## src/rtl/seg7_pkg.sv

```systemverilog
// Shared definitions for the seven-segment scan controller: glyph table,
// lamp-test pattern and scan FSM states.
package seg7_pkg;

    typedef enum logic {
        ST_LAMP_TEST = 1'b0,
        ST_RUN       = 1'b1
    } scan_state_e;

    // Active-high {a,b,c,d,e,f,g}, index = hex nibble
    localparam logic [6:0] GLYPH [16] = '{
        7'h7E, 7'h30, 7'h6D, 7'h79, 7'h33, 7'h5B, 7'h5F, 7'h70,
        7'h7F, 7'h7B, 7'h77, 7'h1F, 7'h4E, 7'h3D, 7'h4F, 7'h47
    };

    localparam logic [6:0] LAMP_SEG = 7'h7F;
    localparam logic       LAMP_DP  = 1'b1;

endpackage

```

## src/rtl/seg7_glyph_dec.sv

```systemverilog
// Hex nibble to active-high seven-segment glyph; polarity is applied by the caller.
module seg7_glyph_dec
    import seg7_pkg::*;
(
    input  logic [3:0] nib_i,
    output logic [6:0] glyph_o
);

    assign glyph_o = GLYPH[nib_i];

endmodule

```

## src/rtl/seg7_scan_ctrl.sv

```systemverilog
// Multiplexed seven-segment scan controller with frame-synchronous shadow
// buffer, leading-zero blanking, PWM brightness and a one-frame lamp test.
module seg7_scan_ctrl
    import seg7_pkg::*;
#(
    parameter int DIGITS         = 6,
    parameter int SCAN_DIV       = 65536,
    parameter int BRIGHT_W       = 4,
    parameter bit SEG_ACTIVE_LOW = 1'b1,
    parameter bit SEL_ACTIVE_LOW = 1'b1
) (
    input  logic                  clk,
    input  logic                  rst_n,
    input  logic [4*DIGITS-1:0]   data_in,
    input  logic [DIGITS-1:0]     dp_in,
    input  logic [DIGITS-1:0]     blank_in,
    input  logic                  load_valid,
    output logic                  load_ready,
    input  logic                  lzb_en,
    input  logic [BRIGHT_W-1:0]   brightness,
    output logic [6:0]            seg,
    output logic                  dp,
    output logic [DIGITS-1:0]     sel,
    output logic                  frame_start
);

    localparam int               CNT_W     = $clog2(SCAN_DIV);
    localparam int               SLOT_W    = $clog2(DIGITS);
    localparam logic [CNT_W-1:0] CNT_LAST  = CNT_W'(SCAN_DIV - 1);
    localparam logic [SLOT_W-1:0] SLOT_LAST = SLOT_W'(DIGITS - 1);

    logic [CNT_W-1:0]    scan_cnt_q, scan_cnt_d;
    logic [SLOT_W-1:0]   slot_q, slot_d;
    scan_state_e         state_q, state_d;
    logic                slot_end, frame_end, lamp_on;

    logic [4*DIGITS-1:0] pend_nib_q, act_nib_q;
    logic [DIGITS-1:0]   pend_dp_q, pend_blank_q, act_dp_q, act_blank_q;
    logic                pend_full_q, pend_full_d;
    logic                commit, xfer;

    logic [DIGITS-1:0]   sel_hot, dark;
    logic                zero_run, bright_lit;
    logic [3:0]          cur_nib;
    logic [6:0]          cur_glyph, seg_hi;
    logic                dp_hi;
    logic [DIGITS-1:0]   sel_hi;

    logic [6:0]          seg_q;
    logic                dp_q, frame_start_q;
    logic [DIGITS-1:0]   sel_q;

    assign slot_end  = (scan_cnt_q == CNT_LAST);
    assign frame_end = slot_end && (slot_q == SLOT_LAST);

    always_comb begin
        scan_cnt_d = scan_cnt_q + CNT_W'(1);
        slot_d     = slot_q;
        if (slot_end) begin
            slot_d = (slot_q == SLOT_LAST) ? '0 : slot_q + SLOT_W'(1);
        end
    end

    // Scan FSM: state register / next state / output
    always_ff @(posedge clk or negedge rst_n) begin
        if (!rst_n) state_q <= ST_LAMP_TEST;
        else        state_q <= state_d;
    end

    always_comb begin
        state_d = state_q;
        if (state_q == ST_LAMP_TEST && frame_end) state_d = ST_RUN;
    end

    always_comb begin
        lamp_on = (state_q == ST_LAMP_TEST);
    end

    // A load held during lamp test commits at the boundary that enters RUN
    assign commit      = frame_end && pend_full_q && (state_d == ST_RUN);
    assign load_ready  = !pend_full_q || commit;
    assign xfer        = load_valid && load_ready;
    assign pend_full_d = xfer ? 1'b1 : (commit ? 1'b0 : pend_full_q);

    always_ff @(posedge clk or negedge rst_n) begin
        if (!rst_n) begin
            scan_cnt_q   <= '0;
            slot_q       <= '0;
            pend_nib_q   <= '0;
            pend_dp_q    <= '0;
            pend_blank_q <= '0;
            pend_full_q  <= 1'b0;
            act_nib_q    <= '0;
            act_dp_q     <= '0;
            act_blank_q  <= '0;
        end else begin
            scan_cnt_q  <= scan_cnt_d;
            slot_q      <= slot_d;
            pend_full_q <= pend_full_d;
            if (xfer) begin
                pend_nib_q   <= data_in;
                pend_dp_q    <= dp_in;
                pend_blank_q <= blank_in;
            end
            if (commit) begin
                act_nib_q   <= pend_nib_q;
                act_dp_q    <= pend_dp_q;
                act_blank_q <= pend_blank_q;
            end
        end
    end

    for (genvar gi = 0; gi < DIGITS; gi++) begin : g_sel
        assign sel_hot[gi] = (slot_q == SLOT_W'(gi));
    end

    // zero_run tracks "this digit and everything above is a bare zero"
    always_comb begin
        dark     = '0;
        zero_run = 1'b1;
        for (int i = DIGITS - 1; i >= 0; i--) begin
            zero_run = zero_run && (act_nib_q[4*i +: 4] == 4'h0) && !act_dp_q[i];
            dark[i]  = act_blank_q[i] || (lzb_en && (i != 0) && zero_run);
        end
    end

    assign cur_nib    = act_nib_q[{slot_q, 2'b00} +: 4];
    assign bright_lit = (scan_cnt_q[CNT_W-1 -: BRIGHT_W] <= brightness);

    seg7_glyph_dec u_glyph_dec (
        .nib_i   (cur_nib),
        .glyph_o (cur_glyph)
    );

    always_comb begin
        seg_hi = cur_glyph;
        dp_hi  = act_dp_q[slot_q];
        sel_hi = sel_hot & {DIGITS{bright_lit}};
        if (dark[slot_q]) begin
            seg_hi = '0;
            dp_hi  = 1'b0;
        end
        if (lamp_on) begin
            seg_hi = LAMP_SEG;
            dp_hi  = LAMP_DP;
            sel_hi = sel_hot;
        end
    end

    always_ff @(posedge clk or negedge rst_n) begin
        if (!rst_n) begin
            seg_q         <= {7{SEG_ACTIVE_LOW}};
            dp_q          <= SEG_ACTIVE_LOW;
            sel_q         <= {DIGITS{SEL_ACTIVE_LOW}};
            frame_start_q <= 1'b0;
        end else begin
            seg_q         <= {7{SEG_ACTIVE_LOW}} ^ seg_hi;
            dp_q          <= SEG_ACTIVE_LOW ^ dp_hi;
            sel_q         <= {DIGITS{SEL_ACTIVE_LOW}} ^ sel_hi;
            frame_start_q <= (scan_cnt_q == '0) && (slot_q == '0);
        end
    end

    assign seg         = seg_q;
    assign dp          = dp_q;
    assign sel         = sel_q;
    assign frame_start = frame_start_q;

endmodule

```

## config.mk

```make
export PLATFORM = sky130hd
export DESIGN_NAME = seg7_scan_ctrl
export DESIGN_NICKNAME = d
export VERILOG_FILES = /design/src/rtl/seg7_pkg.sv /design/src/rtl/seg7_glyph_dec.sv /design/src/rtl/seg7_scan_ctrl.sv
export SDC_FILE = /design/constraint.sdc
export NUM_CORES = 1
export LEC_CHECK = 0
export ABC_AREA = 1
export BUFFER_PORTS_ARGS = -buffer_cell sky130_fd_sc_hd__buf_2
export CAP_MARGIN = 20
export CORE_ASPECT_RATIO = 0.9
export CORE_MARGIN = 5
export CORE_UTILIZATION = 40
export DETAILED_ROUTE_END_ITERATION = 10
export GPL_TIMING_DRIVEN = 0
export HOLD_SLACK_MARGIN = 0.06
export SKIP_LAST_GASP = 1
export SYNTH_ARGS = -nofsm -noshare
export SYNTH_HDL_FRONTEND = slang
export SYNTH_SLANG_ARGS = --single-unit
export TNS_END_PERCENT = 10
```

## constraint.sdc

```tcl
create_clock -name clk -period 2.85 [get_ports clk]
set_input_delay 0.1425 -clock clk [delete_from_list [all_inputs] [get_ports clk]]
set_output_delay 0.1425 -clock clk [all_outputs]
set_load 0.005 [all_outputs]
```

== Word-level counts from Yosys, hierarchy flattened ==
Memories as Yosys holds them, arrays and structs flattened.
Index checks and enable logic that the tools add are counted.

* Memories kept: 1
* Logic and storage cells: 88
* Bits of input ports: 44
* Bits in read-only memories: 112
* Register bits: 108

* Mux-type cells: 15
* $lt $le $gt $ge: 3
* Shifts and indexed selects: 1
* Reductions and logical operators: 40
* Equal/unequal tests: 6
* Bitwise logic cells: 6
* $add $sub $neg: 2

{| class="wikitable"
|+ Memory list
! name !! words !! bits a word !! read ports !! clocked after Yosys merged registers in !! wr ports !! line !! RTL
|-
| (no name shown) || 16 || 7 || 1 || 0 || 0 || seg7_glyph_dec.sv:9 || <nowiki>assign glyph_o = GLYPH[nib_i];</nowiki>
|}

{| class="wikitable"
|+ Operator list
! operator !! number
|-
| two-way mux 7 bit || 4
|-
| indexed part select 24 x 6 -> 4 bit || 1
|-
| logical AND 1 bit || 20
|-
| logical NOT 4 bit || 5
|-
| adder 16 x 1 -> 16 bit, second input constant || 1
|-
| equality test 16 bit, second input constant || 1
|-
| logical NOT 16 bit || 1
|-
| two-way mux 1 bit || 7
|-
| NOT 7 bit || 1
|-
| AND 6 bit || 1
|-
| binary-select mux 1 bit (select 3 bit) || 2
|-
| equality test 3 x 2 -> 1 bit, second input constant || 2
|-
| equality test 3 bit, second input constant || 2
|-
| logical NOT 1 bit || 6
|-
| logical OR 1 bit || 6
|-
| two-way mux 6 bit || 1
|-
| NOT 6 bit || 1
|-
| >= comparator 5 bit, second input constant || 1
|-
| NOT 4 -> 5 bit || 1
|-
| <= comparator 4 bit || 1
|-
| less-than comparator 3 x 4 -> 1 bit, second input constant || 1
|-
| adder 3 x 1 -> 3 bit, second input constant || 1
|-
| equality test 3 x 1 -> 1 bit, second input constant || 1
|-
| logical NOT 3 bit || 1
|-
| 3 further kinds || 4
|}

== Logic depth before layout (Yosys ltp) ==
Gate-level depths: netlist (run 1).

* Word-level depth: 17
* Mapped depth: 14
* Gate-level depth less buffers: 14

== Cells and area by module ==
A second synthesis (run 1) with hierarchy kept.

* Cells, all modules: 573
* Area total of the unflattened synthesis: 5052.3 µm²

{| class="wikitable"
|+ Modules (own cells, without submodules)
! module !! cells an instance !! instances !! area an instance (µm²) !! seq. area each (µm²)
|-
| seg7_scan_ctrl || 521 || 1 || 4782.1 || 2720.1
|-
| seg7_glyph_dec || 52 || 1 || 270.3 || 0.0
|}

== Worst setup path before layout (run 1) ==
Ideal clock, no wire load.

* Path type: reg-to-reg
* Start point: reg slot_q[0]
* End point: reg seg_q[3] (netlist: seg[3])
* Data arrival time: 1.889 ns
* Path buffers: 1
* Stages on the path, launching flop included: 13
* Period minus slack after synthesis: 1.964 ns
* Slack: 0.886 ns
* Data required time: 2.776 ns
* Cells stage by stage: dfrtp_1 -> buf_2 -> nand2_1 -> nor2_1 -> nor2_1 -> nand2_1 -> a21boi_0 -> ha_1 -> nand2_1 -> nand3_1 -> nand2_1 -> inv_1 -> a21oi_1

* Longest elaborated chain between the ends: 8

{| class="wikitable"
|+ Ends and longest elaborated chain
! element !! line !! RTL
|-
| start, declared || seg7_scan_ctrl.sv:33 || <nowiki>logic [SLOT_W-1:0] slot_q, slot_d;</nowiki>
|-
| start signal, assigned || seg7_scan_ctrl.sv:98 || <nowiki>slot_q <= slot_d;</nowiki>
|-
| indexed part select 24 x 6 -> 4 bit || seg7_scan_ctrl.sv:127 || <nowiki>assign cur_nib = act_nib_q[{slot_q, 2'b00} +: 4];</nowiki>
|-
| NOT 4 -> 5 bit (implied by the code) || seg7_glyph_dec.sv:9 ||
|-
| memory read (16 x 7 bit) || - ||
|-
| two-way mux 7 bit (implied by the code) (2 in series) || seg7_glyph_dec.sv:9 ||
|-
| two-way mux 7 bit * || seg7_scan_ctrl.sv:139 || <nowiki>if (dark[slot_q]) begin</nowiki>
|-
| two-way mux 7 bit * || seg7_scan_ctrl.sv:143 || <nowiki>if (lamp_on) begin</nowiki>
|-
| NOT 7 bit (no line) * || - ||
|-
| end signal, assigned || seg7_scan_ctrl.sv:152 || <nowiki>seg_q <= {7{SEG_ACTIVE_LOW}};</nowiki>
|-
| end signal, assigned || seg7_scan_ctrl.sv:157 || <nowiki>seg_q <= {7{SEG_ACTIVE_LOW}} ^ seg_hi;</nowiki>
|-
| end, declared || seg7_scan_ctrl.sv:49 || <nowiki>logic [6:0] seg_q;</nowiki>
|}

Mark *: on every way between the ends. The rest lies on a longest branch, timed or not. The select of a mux whose other input is x is not followed.
A chain may end at the register's enable or synchronous reset.

== Worst setup path in the final report (run 1) ==
* Start point: reg slot_q[1]
* End point: reg seg_q[3] (netlist: seg[3])

The elaborated chain is that of the path after synthesis.

==> results.tsv, run 1 <==
stage	metric	value	unit
run_status	outcome	finished, final reports clean	
yosys	Synth async-reset ratio	1.00	
clocking	postcts setup bufs	0	
yosys	Cell Area, Synth	0.00506	mm^2
placement	Placed Area	0.00559	mm^2
clocking	Worst-Skew Late Latency	350	ps
die	core area	0.0125	mm^2
yosys	post-synth top area share	0.465	
clocking	CTS tree	built	
routing	routed vias/inst	4.66	
finish	post-route cell area	0.00625	mm^2
worst_setup_path	Critical Path RT	3130	ps
yosys	syn nets	642	
finish	Util after Layout	0.498	
timing	Max Freq	403	MHz
yosys	Yosys reg bits	108	
power	cell leakage power	3.22	nW
yosys	Synth warnings	0	
finish	share of layout cells above drive strength 1	0.171	
timing	TNS Setup	0	ps
clocking	hold_buf cts	35	
clocking	TritonCTS Sinks	108	
hold_path	Worst Hold Class	in -> reg	
yosys	post-synthesis compound-gate area fraction	0.106	
clocking	CTS Buf Count	9	
timing	Tmin final	2480	ps
yosys	largest family of logic cells by synthesized area	simple AND/OR/NAND/NOR gates	
timing	fin worst setup slack	366	ps
timing	Slew @ Worst Pin	725	ps
worst_setup_path	CP Class	reg -> reg	
routing	max layer used	met4	
routing	DRT Wirelength	11000	um
timing	Rel. slew slack	0.512	
yosys	Post-Synthesis Cells	585	
grt	Overall Global Routing Usage	0.159	
grt	number of global-route vias before repair	3952	
yosys	mux contribution to synthesized area	0	
timing	Max Slew Vio Count	0	
clocking	clock-pin slew on the worst setup and hold paths	70	ps
die	Die ar.	0.0150	mm^2
worst_setup_path	Worst R2R Path Depth	12	
finish	most frequent cells in the layout	nand2_1 (121), dfrtp_1 (94), nor2_1 (83)	
hold_path	hold_sp	data_in[2]	
finish	nets	748	
routing	DRC violations left	0	
clocking	deepest level of the CTS H-tree	3	
timing	fin crit share	0.872	
timing	Final Hold Viols	0	
worst_setup_path	CP Launch Type	flop	
yosys	Seq/Total Area, Yosys	0.537	
yosys	top_reg_cell synth	dfrtp_1	
routing	DR WL met2	4980	um
worst_setup_path	WP data arrival	2760	ps
die	Die Y	117	um
worst_setup_path	worst r2r src	slot_q[1]	
hold_path	WHS Endpoint	pend_nib_q[2]	
die	Starting Density	0.404	
timing	RSZ-0062 raised after global routing	false	
routing	first drt pass iteration count	4	
finish	# fillers	1209	
yosys	Mean Syn Cell Area	8.65	um^2
die	chip width	129	um
worst_setup_path	Critical R2R Capture	seg[3]	
grt	pin count of the biggest net entering global routing	69	
placement	HPWL Detailed	8180	um
power	worst vdd ir	0.000352	V
routing	initial drt markers	177	
finish	Final Non-Filler Cells	859	
finish	ant diodes	0	
placement	dpl cells	809	
worst_setup_path	R2R Setup Slk	370	ps
grt	GRT overflow	0	
yosys	synth unique cells	37	
timing	Clock Skews	9.86	ps
clocking	PostCTS Resize Cnt	0	
finish	commonest non-fill, non-tap cell in the layout	nand2_1	
placement	Post-Place Setup Slack	474	ps
worst_setup_path	crit-path max FO	6	
yosys	Synth Area in XOR/XNOR	0.0242	
hold_path	Hold Path Cell Cnt	3	
routing	Avg WL per Cell	12.8	um
grt	initial antenna violation count	0	
power	power per standard cell area	471	mW/mm^2
routing	met3 WL	455	um
yosys	Post-synth EDFFs	0	
yosys	Synth Area in Adders	0.0321	
power	total power	2.95	mW
finish	P&R area growth vs syn	23.5	%
routing	M1 WL	5360	um
yosys	Post-Synth Simple-Gate Area	0.216	
timing	Hold Slack	73.5	ps
worst_setup_path	Worst setup EP type	flop	
yosys	cell taking the most area after synthesis	dfrtp_1	
placement	I/O Buffers	59	
grt	global-route wire length before repair	19000	um
die	Rows	39	
clocking	Max Root-Sink Buffers	2	
routing	DRT antenna net count	0	
routing	routed vias	4000	
yosys	Synth area leaders	dfrtp_1 (46%), nand2_1 (9.0%), dfstp_2 (7.3%)	
placement	GPL Wtd Cong	0.892	
timing	# setup viols final	0	
flow_run	max_cap viols	0	
die	Boundary Pins	60	
clocking	Root Buffer	clkbuf_16	
==> cell usage after synthesis, types with 3 or more instances <==
| library cell | n |
|---|---|
| ha_1 | 13 |
| nor3_1 | 3 |
| nor2_1 | 83 |
| dfstp_2 | 14 |
| buf_2 | 3 |
| o21ai_1 | 7 |
| nand3_1 | 22 |
| a21oi_2 | 5 |
| inv_1 | 77 |
| a21oi_1 | 44 |
| inv_2 | 4 |
| nand4_1 | 5 |
| dfrtp_1 | 94 |
| clkbuf_1 | 6 |
| xor2_1 | 12 |
| o21ai_0 | 40 |
| nand2_1 | 121 |
| buf_6 | 7 |
==> report_power, final <==
group	switching [mW]	internal (mW)	total (mW)
clock	0.536	0.768	1.30
combinational	0.0495	0.0601	0.110
sequential	0	1.53	1.53
==> final cells by class <==
cell class	instances	area (um^2)	share of cell area
flip-flops and latches	108	2720	0.435
multi-input cells	378	1910	0.306
repair buffers	95	676	0.108
inverters	83	312	0.0499
clock buffers	11	233	0.0372
well taps	164	205	0.0328
plain buffers	16	116	0.0186
clock inverters	4	73.8	0.0118
==> worst max-delay path, cell delays in order (launching register included) <==
cell and delay, ps:
dfrtp_1 440, inv_1 130, nand2_1 230, nor2_1 60, nor2_1 100, nand2_1 90, a21boi_0 580, ha_1 350
nand2_1 90, nand3_1 70, nand2_1 80, inv_1 40, a21oi_1 130
==> registers in the layout, indices dropped and copies added, names as in the netlist, 7 cells and up <==
| register | flops |
|---|---|
| pend_nib_q | 24 |
| seg | 7 |
| scan_cnt_q | 16 |
| act_nib_q | 24 |
==> worst max-delay path by stage <==
stage	from	end	slack, ps
4_1_cts	slot_q[1]	seg[3]	410
6_report	slot_q[1]	seg[3]	370
5_1_grt	slot_q[1]	seg[3]	110
3_5_place_dp	slot_q[1]	seg[3]	470
3_3_place_gp	rst_n	pend_nib_q[0]	460
2_1_floorplan	slot_q[0]	seg[3]	890
==> routing by layer <==
metal | vias up | global-route usage
li1 | 2056 | -
met1 | 1871 | 0.212
met2 | 61 | 0.257
met3 | 12 | 0.0384
met4 | 0 | 0.0539
met5 | - | 0
==> kinds of logic (layout without fill, tap and decap cells) <==
group | Yosys count | in the layout
xor gates and xnor gates | 14 | 14
AOI/OAI and AO/OA | 101 | 101
adders and majority gates | 13 | 13
and+or+nand+nor | 250 | 250
buffers and inverters | 99 | 209
DFF | 108 | 108
Note: power is estimated with default switching activity, not from simulation.
==> run 2: changes to the inputs <==
Settings changed: SETUP_SLACK_MARGIN set to 0.5.
==> run 2 against run 1 <==
Effect of this change:
- utilization rose by 0.060 points
- sequential power barely moved
- clock-buffer cell count did not move
- critical path depth did not move
- die area did not move
- clock skew rose by 0.70 ps
- sequential share of layout area fell by 0.052 points
- critical path type unchanged
- largest power group unchanged
==> results.tsv, run 2 (synthesis gave the netlist of run 1 again) <==
stage	metric	value	unit	change
timing	Tmin final	2140	ps	-340 ps
timing	Max Slew Vio Count	0		unchanged
power	total power	2.94	mW	about the same
routing	DRT Wirelength	11000	um	-0.13%
power	power per standard cell area	471	mW/mm^2	-0.17%
timing	# setup viols final	0		unchanged
run_status	outcome	finished, final reports clean		
worst_setup_path	Critical R2R Capture	seg[3]		
die	Die ar.	0.0150	mm^2	unchanged
routing	Avg WL per Cell	12.8	um	-0.13%
routing	initial drt markers	190		+7.3%
worst_setup_path	Worst setup EP type	flop		
timing	Slew @ Worst Pin	555	ps	-170 ps
hold_path	Hold Path Cell Cnt	3		unchanged
timing	fin crit share	0.752		-0.119
die	Starting Density	0.404		unchanged
hold_path	Worst Hold Class	in -> reg		
routing	routed vias/inst	4.66		about the same
worst_setup_path	CP Launch Type	flop		
grt	Overall Global Routing Usage	0.159		unchanged
timing	Final Hold Viols	0		unchanged
grt	pin count of the biggest net entering global routing	69		unchanged
placement	HPWL Detailed	8180	um	unchanged
hold_path	WHS Endpoint	pend_nib_q[2]		
finish	largest registers	act_nib_q: 24 flops, pend_nib_q: 24 flops, scan_cnt_q: 16 flops		
timing	TNS Setup	0	ps	unchanged
worst_setup_path	crit-path max FO	6		unchanged
finish	share of layout cells above drive strength 1	0.174		+0.00288
flow_run	max_cap viols	0		unchanged
finish	commonest non-fill, non-tap cell in the layout	nand2_1		
clocking	deepest level of the CTS H-tree	3		unchanged
worst_setup_path	R2R Setup Slk	710	ps	+340 ps
placement	I/O Buffers	59		unchanged
die	Rows	39		unchanged
hold_path	hold_sp	data_in[2]		
die	Boundary Pins	60		unchanged
routing	DRC violations left	0		unchanged
clocking	CTS tree	built		
grt	global-route wire length before repair	19000	um	unchanged
timing	RSZ-0062 raised after global routing	true		
worst_setup_path	WP data arrival	2420	ps	-340 ps
worst_setup_path	worst r2r src	slot_q[1]		
finish	most frequent cells in the layout	nand2_1 (121), dfrtp_1 (94), nor2_1 (83)		
clocking	Worst-Skew Late Latency	350	ps	about the same
clocking	CTS Buf Count	9		unchanged
die	chip width	129	um	unchanged
die	Die Y	117	um	unchanged
grt	number of global-route vias before repair	3952		unchanged
clocking	Root Buffer	clkbuf_16		
power	worst vdd ir	0.000352	V	about the same
timing	Max Freq	466	MHz	+16%
worst_setup_path	Worst R2R Path Depth	12		unchanged
die	core area	0.0125	mm^2	unchanged
power	cell leakage power	3.22	nW	about the same
worst_setup_path	CP Class	reg -> reg		
finish	P&R area growth vs syn	23.6	%	
clocking	TritonCTS Sinks	108		unchanged
grt	GRT overflow	0		unchanged
timing	Rel. slew slack	0.626		+0.113
finish	nets	748		unchanged
worst_setup_path	Critical Path RT	3130	ps	about the same
routing	routed vias	4003		+0.075%
routing	first drt pass iteration count	4		unchanged
finish	ant diodes	0		unchanged
clocking	Max Root-Sink Buffers	2		unchanged
grt	initial antenna violation count	0		unchanged
timing	Clock Skews	10.6	ps	+0.703 ps
clocking	clock-pin slew on the worst setup and hold paths	70	ps	about the same
routing	DRT antenna net count	0		unchanged
placement	GPL Wtd Cong	0.892		unchanged
-- run 2: cell count changes in the layout (fill, tap and decap cells not counted) --
| cell | previous run | this run |
|---|---|---|
| a21boi_2 | 0 | 1 |
| a21oi_1 | 44 | 43 |
| a21oi_2 | 5 | 6 |
| a21boi_0 | 1 | 0 |
-- run 2: per-stage QoR --
stage	std cells	instance area (um^2)	utilization	hold WS [ps]	setup WS, ps
after floorplan	585	5060	-	-153	886
after global placement	808	5560	0.443	385	459
after detailed placement	809	5590	0.446	159	474
after CTS	859	6250	0.498	61.9	616
after global routing	859	6260	0.499	74.3	483
final	859	6260	0.499	73.2	706
-- run 2: worst max path at each step --
stage | from | end | slack, ps | cells after the start
3_5_place_dp | slot_q[1] | seg[3] | 470 | 12
4_1_cts | slot_q[1] | seg[3] | 620 | 12
2_1_floorplan | slot_q[0] | seg[3] | 890 | 12
3_3_place_gp | rst_n | pend_nib_q[0] | 460 | 1
5_1_grt | slot_q[1] | seg[3] | 480 | 12
6_report | slot_q[1] | seg[3] | 710 | 12
-- run 2: timing repair --
item,in CTS,in global routing
resized for setup,1,2
hold buffers,35,0
buffers inserted,0,0
hold endpoints to repair,60,0
setup endpoints to repair,2,4
-- run 2: cell type report --
type	count	area, um^2
Clock buffer	11	233
Buffer	16	116
Multi-Input combinational cell	378	1920
Tap cell	164	205
Timing Repair Buffer	95	676
Inverter	83	312
Clock inverter	4	73.8
Fill cell	1206	6280
Sequential cell	108	2720
-- run 2: routing by layer --
layer	vias to the layer above	global-route usage	wire length [um]
li1	2055	-	-
met1	1866	0.212	5320
met2	68	0.257	4970
met3	14	0.0384	487
met4	0	0.0539	183
met5	-	0	0
-- run 2: where the power goes --
| group | leakage, nW | internal [mW] | switching [mW] | total [mW] |
|---|---|---|---|---|
| Combinational | 1.82 | 0.0601 | 0.0494 | 0.110 |
| Sequential | 1.25 | 1.53 | 0 | 1.53 |
| Clock | 0.150 | 0.767 | 0.534 | 1.30 |
| Total | 3.22 | 2.36 | 0.584 | 2.94 |
-- run 2: worst max-delay path, stage by stage (launching register included) --
cell,delay [ps]
dfrtp_1,440
inv_1,130
nand2_1,230
nor2_1,60
nor2_1,110
nand2_1,100
a21boi_2,290
ha_1,280
nand2_1,90
nand3_1,70
nand2_1,80
inv_1,40
a21oi_1,130
==> run 3: changes to the inputs <==
Settings changed: ABC_AREA 1 to 0.
Clock period 2.85 ns to 2.2 ns, I/O delays scaled along.
==> run 3 against run 2 <==
Effect of this change:
- register-to-register slack got worse by 690 ps
- synthesized cell count is 34% lower
- sequential share of layout area shrank 4.3 points
- clock power increased by 34%
- final cell count down 18%
- design area grew 11%
- largest power group unchanged
- die area decreased by 3.5%
- total power increased by 32%
==> results.tsv, run 3 <==
stage	metric	value	unit	change
routing	DRT Wirelength	11400	um	+3.9%
timing	Clock Skews	4.31	ps	-6.25 ps
clocking	Root Buffer	clkbuf_16		
yosys	Synth area leaders	dfrtp_1 (48%), mux2_2 (8.6%), mux2_1 (8.1%)		
worst_setup_path	Crit path largest cell delay	380	ps	-60 ps
timing	Tmin final	2190	ps	+42.8 ps
grt	pin count of the biggest net entering global routing	57		-17%
yosys	top_reg_cell synth	dfrtp_1		
worst_setup_path	Worst setup EP type	flop		
power	power per standard cell area	558	mW/mm^2	+19%
flow_run	max_cap viols	0		unchanged
routing	DRT antenna net count	0		unchanged
yosys	post-synth top area share	0.483		+0.0186
timing	Slew @ Worst Pin	669	ps	+114 ps
grt	initial antenna violation count	0		unchanged
timing	Rel. slew slack	0.554		-0.0714
timing	Final Hold Viols	0		unchanged
grt	number of global-route vias before repair	3721		-5.8%
placement	Post-Place Setup Slack	-327	ps	-801 ps
yosys	cell taking the most area after synthesis	dfrtp_1		
finish	ant diodes	0		unchanged
yosys	Yosys reg bits	108		unchanged
clocking	clock-pin slew on the worst setup and hold paths	70	ps	about the same
die	core area	0.0120	mm^2	-4.5%
power	cell leakage power	3.42	nW	+6.0%
yosys	Synth async-reset ratio	1.00		unchanged
timing	RSZ-0062 raised after global routing	true		
timing	fin worst setup slack	12.9	ps	-693 ps
routing	initial drt markers	244		+28%
yosys	syn nets	441		-31%
yosys	cell with the most instances after synthesis	dfrtp_1		
worst_setup_path	WP data arrival	2450	ps	+30 ps
worst_setup_path	critical path cell sequence	buf_6, clkinvlp_4, a22oi_2, o22a_1, a2bb2oi_4, inv_2, ha_4, and3_1, o41a_1		
finish	most frequent cells in the layout	dfrtp_1 (94), buf_2 (58), dlygate4sd3_1 (38)		
placement	dpl cells	604		-25%
routing	first drt pass iteration count	4		unchanged
hold_path	Worst Hold Class	in -> reg		
worst_setup_path	CP Class	reg -> reg		
worst_setup_path	CP Launch Type	flop		
grt	Overall Global Routing Usage	0.165		+0.00601
die	Boundary Pins	60		unchanged
die	Die Y	115	um	-1.8%
die	Starting Density	0.406		+0.00255
yosys	Seq/Total Area, Yosys	0.559		+0.0216
clocking	TritonCTS Sinks	108		unchanged
timing	# setup viols final	0		unchanged
timing	Max Freq	457	MHz	-2.0%
yosys	Mean Syn Cell Area	12.7	um^2	+46%
routing	DRC violations left	0		unchanged
die	Rows	38		-2.6%
worst_setup_path	Critical Path RT	2460	ps	-670 ps
routing	Avg WL per Cell	16.2	um	+27%
worst_setup_path	Critical-path top delay cell	dfrtp_1		
finish	commonest non-fill, non-tap cell in the layout	dfrtp_1		
grt	global-route wire length before repair	19100	um	+0.87%
finish	largest registers	act_nib_q: 24 flops, pend_nib_q: 24 flops, scan_cnt_q: 16 flops		
yosys	top cells by count, synth	dfrtp_1 (94), mux2_2 (37), mux2_1 (35)		
yosys	Post-synth EDFFs	0		unchanged
power	worst vdd ir	0.000386	V	+9.5%
finish	Final Non-Filler Cells	702		-18%
worst_setup_path	crit-path max FO	5		-1
routing	routed vias	3532		-12%
yosys	Cell Area, Synth	0.00487	mm^2	-3.9%
die	Die ar.	0.0145	mm^2	-3.5%
finish	P&R area growth vs syn	42.7	%	
placement	GPL Wtd Cong	0.859		-3.7%
placement	I/O Buffers	59		unchanged
yosys	synth unique cells	50		+35%
yosys	Synth warnings	0		unchanged
placement	HPWL Detailed	7380	um	-9.7%
finish	nets	595		-20%
routing	routed vias/inst	5.03		+8.0%
run_status	outcome	finished, final reports clean		
timing	TNS Setup	0	ps	unchanged
clocking	Worst-Skew Late Latency	340	ps	about the same
finish	share of layout cells above drive strength 1	0.428		+0.254
worst_setup_path	Worst Path Buf+Inv	3		+1
worst_setup_path	CP top delay family	compound AO/OA/AOI/OAI gates		
finish	# fillers	1002		-17%
grt	GRT overflow	0		unchanged
clocking	CTS Buf Count	9		unchanged
clocking	CTS tree	built		
clocking	Max Root-Sink Buffers	2		unchanged
timing	Hold Slack	331	ps	+258 ps
timing	Max Slew Vio Count	0		unchanged
power	total power	3.87	mW	+32%
clocking	deepest level of the CTS H-tree	3		unchanged
timing	fin crit share	0.994		+0.242
yosys	Post-Synthesis Cells	384		-34%
die	chip width	126	um	-1.8%
[run 3: cell count changes in the layout (fill, tap and decap cells not counted), sizes merged, moves of 8 or more]
cell,before,now
nor3,4,14
inv,82,13
nor2,86,17
xnor2,2,10
nand3,23,13
o21ai,47,5
mux2,0,72
nand2,126,22
a21oi,49,7
buf,70,115
[run 3: kinds of logic after synthesis]
family / after synthesis / share of synthesized area
simple gates: 96 / 0.100
fa+ha+maj: 13 / 0.0334
mux: 79 / 0.184
compound gates: 43 / 0.0666
flops: 108 / 0.559
xor+xnor: 15 / 0.0270
buf+inv: 30 / 0.0301
[run 3: cell type report]
class,instances,area [um^2],area share
well taps,160,200,0.0288
plain buffers,16,206,0.0297
multi-input cells,246,2300,0.331
flip-flops and latches,108,2720,0.392
clock inverters,4,72.6,0.0105
clock buffers,11,253,0.0364
inverters,14,58.8,0.00847
repair buffers,143,1130,0.163
[run 3: report_power, final]
group	switching, mW	leakage (nW)	total [mW]	internal [mW]
Sequential	0	1.44	1.99	1.99
Combinational	0.0636	1.82	0.146	0.0828
Clock	0.691	0.158	1.74	1.05
[run 3: tightest hold or removal path, delay by kind of cell]
kind	cells	cell delay (ps)
buffers and inverters	1	80
and+or+nand+nor	2	150
AOI/OAI and AO/OA	1	220
adders and majority gates	1	120
[run 3: per-layer routing]
layer  up-vias  track usage  wire length [um]
met2        95        0.268              5560
met4         0       0.0558               144
li1       1674            -                 -
met5         -            0                 0
met3        13       0.0373               662
met1      1750        0.221              5030
[run 3: metrics by stage]
| stage | utilization | instance area [um^2] |
|---|---|---|
| after floorplan | - | 4960 |
| after global placement | 0.456 | 5460 |
| final | 0.579 | 6940 |
| after global routing | 0.579 | 6940 |
| after detailed placement | 0.458 | 5490 |
| after CTS | 0.565 | 6770 |
[run 3: timing repair]
item,CTS,global route
endpoints found under the setup margin,89,90
resized for setup,50,16
cloned,0,2
endpoints found under the hold margin,78,0
hold buffers,38,0
buffers inserted,36,7
pin swaps,24,13
[run 3: path summary, 6_finish.rpt]
kind                                 from              to  slack (ps)  cells after the start
min                         brightness[0]          sel[5]         330                      5
max reg2reg                     slot_q[0]          seg[6]          10                      9
min in group asynchronous           rst_n     act_dp_q[5]         340                      2
max in group asynchronous           rst_n          sel[4]        1110                      3
max                             slot_q[0]          seg[6]          10                      9
min reg2reg                pend_nib_q[12]  pend_nib_q[12]         490                      1
